===== src/rtl/shift_pkg.sv =====
// Shared types and the effective-shift-amount helper for the sequential shifter.
package shift_pkg;

    typedef enum logic [2:0] {
        MODE_LSL  = 3'd0,
        MODE_ASL  = 3'd1,
        MODE_LSR  = 3'd2,
        MODE_ASR  = 3'd3,
        MODE_ROL  = 3'd4,
        MODE_ROR  = 3'd5,
        MODE_RSV6 = 3'd6,
        MODE_RSV7 = 3'd7
    } shift_mode_e;

    typedef enum logic [1:0] {
        IDLE  = 2'd0,
        SHIFT = 2'd1,
        DONE  = 2'd2
    } shift_state_e;

    // Shifts saturate at the word width; rotates wrap (w is a power of two).
    function automatic int unsigned eff_amt(input int unsigned amt,
                                            input shift_mode_e mode,
                                            input int unsigned w);
        int unsigned n;
        n = 0;
        case (mode)
            MODE_LSL, MODE_ASL, MODE_LSR, MODE_ASR: n = (amt > w) ? w : amt;
            MODE_ROL, MODE_ROR:                     n = amt % w;
            default:                                n = 0;
        endcase
        return n;
    endfunction

endpackage


===== src/rtl/shift_step.sv =====
// One-bit shift/rotate step; the engine registers its outputs once per clock.
module shift_step
    import shift_pkg::*;
#(
    parameter int W = 8
) (
    input  logic [W-1:0] data,
    input  shift_mode_e  mode,
    output logic [W-1:0] next_data,
    output logic         bit_out,
    output logic         msb_changed
);

    always_comb begin
        next_data = data;
        bit_out   = 1'b0;
        case (mode)
            MODE_LSL, MODE_ASL: begin
                next_data = {data[W-2:0], 1'b0};
                bit_out   = data[W-1];
            end
            MODE_LSR: begin
                next_data = {1'b0, data[W-1:1]};
                bit_out   = data[0];
            end
            MODE_ASR: begin
                next_data = {data[W-1], data[W-1:1]};
                bit_out   = data[0];
            end
            MODE_ROL: begin
                next_data = {data[W-2:0], data[W-1]};
                bit_out   = data[W-1];
            end
            MODE_ROR: begin
                next_data = {data[0], data[W-1:1]};
                bit_out   = data[0];
            end
            default: begin
                next_data = data;
                bit_out   = 1'b0;
            end
        endcase
    end

    assign msb_changed = next_data[W-1] ^ data[W-1];

endmodule


===== src/rtl/shift_seq_engine.sv =====
// Multi-cycle programmable shifter: one bit per clock, valid/ready in and out.
module shift_seq_engine
    import shift_pkg::*;
#(
    parameter int W     = 8,
    parameter int AMT_W = $clog2(W) + 1
) (
    input  logic             clk,
    input  logic             rst_n,
    input  logic             in_valid,
    output logic             in_ready,
    input  logic [W-1:0]     in_data,
    input  logic [AMT_W-1:0] in_amt,
    input  logic [2:0]       in_mode,
    output logic             out_valid,
    input  logic             out_ready,
    output logic [W-1:0]     out_data,
    output logic             out_carry,
    output logic             out_ovf,
    output logic             busy
);

    shift_state_e     state_reg, state_next;
    logic [W-1:0]     data_reg;
    logic             carry_reg;
    logic             ovf_reg;
    logic [AMT_W-1:0] count_reg;
    shift_mode_e      mode_reg;

    logic [AMT_W-1:0] amt_eff;
    logic             accept;
    logic [W-1:0]     step_data;
    logic             step_bit;
    logic             step_msb;

    assign amt_eff = AMT_W'(eff_amt(32'(in_amt), shift_mode_e'(in_mode), 32'(W)));
    assign accept  = in_valid & in_ready;

    shift_step #(.W(W)) u_step (
        .data        (data_reg),
        .mode        (mode_reg),
        .next_data   (step_data),
        .bit_out     (step_bit),
        .msb_changed (step_msb)
    );

    always_ff @(posedge clk or negedge rst_n) begin
        if (!rst_n) begin
            state_reg <= IDLE;
        end else begin
            state_reg <= state_next;
        end
    end

    always_comb begin
        state_next = state_reg;
        case (state_reg)
            IDLE:    if (accept) state_next = (amt_eff != '0) ? SHIFT : DONE;
            SHIFT:   if (count_reg == AMT_W'(1)) state_next = DONE;
            DONE:    if (out_ready) state_next = IDLE;
            default: state_next = IDLE;
        endcase
    end

    // Handshake outputs decode the state register only, so no comb path from in_valid/out_ready.
    always_comb begin
        in_ready  = (state_reg == IDLE);
        out_valid = (state_reg == DONE);
        busy      = (state_reg == SHIFT) || (state_reg == DONE);
    end

    always_ff @(posedge clk or negedge rst_n) begin
        if (!rst_n) begin
            data_reg  <= '0;
            carry_reg <= 1'b0;
            ovf_reg   <= 1'b0;
            count_reg <= '0;
            mode_reg  <= MODE_LSL;
        end else begin
            case (state_reg)
                IDLE: begin
                    if (accept) begin
                        data_reg  <= in_data;
                        mode_reg  <= shift_mode_e'(in_mode);
                        count_reg <= amt_eff;
                        carry_reg <= 1'b0;
                        ovf_reg   <= 1'b0;
                    end
                end
                SHIFT: begin
                    data_reg  <= step_data;
                    carry_reg <= step_bit;
                    if (mode_reg == MODE_ASL) ovf_reg <= ovf_reg | step_msb;
                    count_reg <= count_reg - AMT_W'(1);
                end
                default: ;
            endcase
        end
    end

    assign out_data  = data_reg;
    assign out_carry = carry_reg;
    assign out_ovf   = ovf_reg;

endmodule


===== config.mk =====
export PLATFORM = sky130hd
export DESIGN_NAME = shift_seq_engine
export DESIGN_NICKNAME = d
export VERILOG_FILES = /design/src/rtl/shift_pkg.sv /design/src/rtl/shift_step.sv /design/src/rtl/shift_seq_engine.sv
export SDC_FILE = /design/constraint.sdc
export NUM_CORES = 1
export LEC_CHECK = 0
export CORE_ASPECT_RATIO = 0.5
export CORE_MARGIN = 2
export CORE_UTILIZATION = 51
export CTS_CLUSTER_SIZE = 14
export DETAILED_ROUTE_END_ITERATION = 6
export GPL_ROUTABILITY_DRIVEN = 0
export PLACE_DENSITY = 0.8
export SLEW_MARGIN = 5
export SYNTH_ARGS = -nofsm -noshare
export SYNTH_HDL_FRONTEND = slang
export SYNTH_HIERARCHICAL = 1
export SYNTH_SLANG_ARGS = --single-unit

===== constraint.sdc =====
create_clock -name clk -period 1.89 [get_ports clk]
set_clock_uncertainty 0.15 [all_clocks]
set_input_delay 0.378 -clock clk [delete_from_list [all_inputs] [get_ports clk]]
set_output_delay 0.378 -clock clk [all_outputs]
set_load 0.01 [all_outputs]

==> results.yml <==
routing:
  wl_mm: 3.57
  viasPerCell: 5.83
  drtIter0Drc: 128
  drtAntennaViolNets: 0
  vias: 1365
  wl_per_cell_microns: 15.2
  drc: 0
  drt_first_pass_iters: 4
cts:
  cts_sinks: 19
  path_clk_slew_ns: 0.07
  tritoncts: "yes"
  clockBufferDepth: 2
  cts_buffers: 3
  htree_levels: 1
  insertion_delay_ns: 0.25
  clockRootBuffer: "clkbuf_8"
sta:
  relSlewSlack: 0.676
  fin_crit_sh: 0.963
  setup_viol: 0
  rsz0062_at_grt: "no"
  finalWorstSetupSlack_ns: 0.0706
  min_period_ns: 1.82
  drv_slew: 0
  tightest_slew_ns: 0.485
  finalHoldViolations: 0
  fmax_ghz: 0.550
finish:
  diodes: 0
  n_fill_cell: 208
  largest_reg_flops: 8
  drive_gt1_frac: 0.203
  fin_nets: 222
  areaGrowthSynthToFinish_pct: 28.3
  fin_util: 0.720
  fin_cells: 234
worst_setup_path:
  crit_path_start_kind: "flop"
  cp.required_ns: 1.36
  reg2reg_to: "count_reg[1]$_DFFE_PN0P_"
  critical_path_peak_fanout: 7
  r2r_slack_ns: 0.11
  critPathCaptureType: "output port"
  critPathKind: "flop to output port"
  crit_family: "buffers and inverters"
  worstSetupPathDepth: 1
  cpMaxStageDelayCell: "clkdlybuf4s50_1"
  crit_end: "out_data[3]"
  critPathBufInv: 1
  reg2reg_from: "state_reg[1]$_DFFE_PN0P_"
  critPathArrivalTime_ns: 1.29
  slowest_delay_ns: 0.58
  path_cells: "clkdlybuf4s50_1"
  reg2reg_depth: 5
  critical_path.startpoint: "out_data[3]$_DFFE_PN0P_"
power:
  seqPwrFrac: 0.248
  power_switching_mw: 1.57
  power_density_mw_per_mm2: 1820
  p_int_mw: 1.97
  peakVddDrop_v: 0.00119
  netSwitchingFraction: 0.443
  p_leak_nw: 0.784
  power_frac_comb: 0.670
  clockPowerShare: 0.082
yosys:
  synth_top_family_by_area: "compound AO/OA/AOI/OAI gates"
  synth_edf_count: 0
  synth_xor_area_frac: 0.0116
  synthMuxAreaShare: 0.158
  synth-async-reset-ratio: 1.00
  ys_seq_area_frac: 0.314
  ys.flop_type: "dfrtp_1"
  synth_area_sq_mm: 0.00152
  synth_fa_ha_area_frac: 0.0413
  synth-compound-area-share: 0.258
  synth.net_count: 186
  syn_avg_cell_area_sq_um: 9.35
  ys_seq_elements: 19
  synthSimpleGateAreaFrac: 0.132
  synth.distinct_cells: 45
  syn_inst: 162
  synth_warnings: 6
global_routing:
  grt_pass1_vias: 1316
  grt_pass1_wl_mm: 6.02
  antenna_found_initial: 0
  grt-ovfl-total: 0
  grt_max_degree: 21
  grt_util_all_layers: 0.227
floorplan:
  die_w_microns: 81.1
  io_pins: 32
  core_area_sq_mm: 0.00270
  start_util: 0.561
  fp.dieH_microns: 42.5
  die_area_sq_mm: 0.00345
  rows: 13
placed_design:
  portBuffers: 31
  dpl_worst_slack_ns: -0.0324
  placedCellCount: 229
  hpwl_mm: 2.56
min_path:
  hp-class: "primary input to asynchronous set/reset pin"
outcome:
  status: "completed"
run:
  max_cap_viol_count: 0
cells by family after synthesis:
logic type	after synthesis
simple gates	39
compound gates	56
xor+xnor	2
flops	19
mux	21
fa+ha+maj	5
buf+inv	20
cells in the final DEF, fill, tap and decap left out, types with 3 or more instances in the layout:
cell type,instances
o22ai_1,5
o21ai_0,11
a21oi_1,11
nor3_1,3
clkbuf_8,3
o32ai_1,7
mux2_2,8
ha_1,4
dfrtp_1,16
nor2_1,7
buf_4,12
clkdlybuf4s50_1,28
dlygate4sd2_1,3
mux2i_1,9
nand2_1,15
mux2_4,3
o2bb2ai_1,5
dfrtp_2,3
nor2b_1,3
inv_1,6
synthesized netlist by cell type (all sizes together) (2+ instances only):
library cell,count,area (sq um)
buf,13,103
mux2,11,135
o22ai,5,31.3
xor2,2,17.5
nor3,4,25.0
nand3,2,10.0
ha,5,62.6
o32ai,8,77.6
a21oi,11,55.1
o2bb2ai,5,43.8
o21ai,14,77.6
nor2b,3,18.8
nor2,7,26.3
inv,7,26.3
a32o,2,20.0
mux2i,10,104
dfrtp,19,475
nand2,16,62.6
nand2b,3,26.3
o31ai,2,15.0
timing repair:
item | CTS | global route
setup endpoints to repair | 5 | 4
buffers inserted | 1 | 0
resized for setup | 6 | 3
gates cloned | 0 | 0
hold buffers | 0 | 0
metrics by stage:
step,total power [mW],area (sq um),TNS [ns],hold WS [ns]
5_1_grt,3.85,1940,0,0.328
3_3_place_gp,3.09,1870,0,0.335
3_5_place_dp,3.19,1870,-0.0591,0.346
6_report,3.53,1940,0,0.300
4_1_cts,3.49,1930,0,0.311
2_1_floorplan,2.54,1520,0,-0.0676
worst min path at each step:
stage	cells after the start	startpoint	slack (ns)	end
4_1_cts	2	rst_n	0.31	out_data[0]$_DFFE_PN0P_
6_report	2	rst_n	0.30	state_reg[1]$_DFFE_PN0P_
5_1_grt	2	rst_n	0.33	out_data[6]$_DFFE_PN0P_
2_1_floorplan	0	rst_n	-0.07	count_reg[0]$_DFFE_PN0P_
3_3_place_gp	1	out_carry$_DFFE_PN0P_	0.33	out_carry$_DFFE_PN0P_
3_5_place_dp	1	out_carry$_DFFE_PN0P_	0.35	out_carry$_DFFE_PN0P_
layer usage:
metal / vias up / routed length [microns] / track usage
met5: - / 0 / 0
met4: 0 / 12 / 0.0576
met3: 2 / 138 / 0.0431
met2: 30 / 1760 / 0.383
met1: 657 / 1660 / 0.299
li1: 676 / - / -
power groups by stage:
stage	clock (mW)	sequential (mW)	combinational (mW)
after floorplan	0	0.840	1.70
after global placement	0	0.865	2.22
after detailed placement	0	0.876	2.31
after CTS	0.292	0.870	2.33
after global routing	0.308	0.919	2.62
final	0.290	0.877	2.37
layout make-up:
type / count / area (sq um) / share of cell area
clock buffer: 4 / 45.0 / 0.0232
inverter: 7 / 26.3 / 0.0135
multi-input combinational: 123 / 931 / 0.479
sequential: 19 / 479 / 0.246
tap: 37 / 46.3 / 0.0238
timing repair buffer: 44 / 417 / 0.214
No activity file was read; power rests on OpenSTA's default activity.
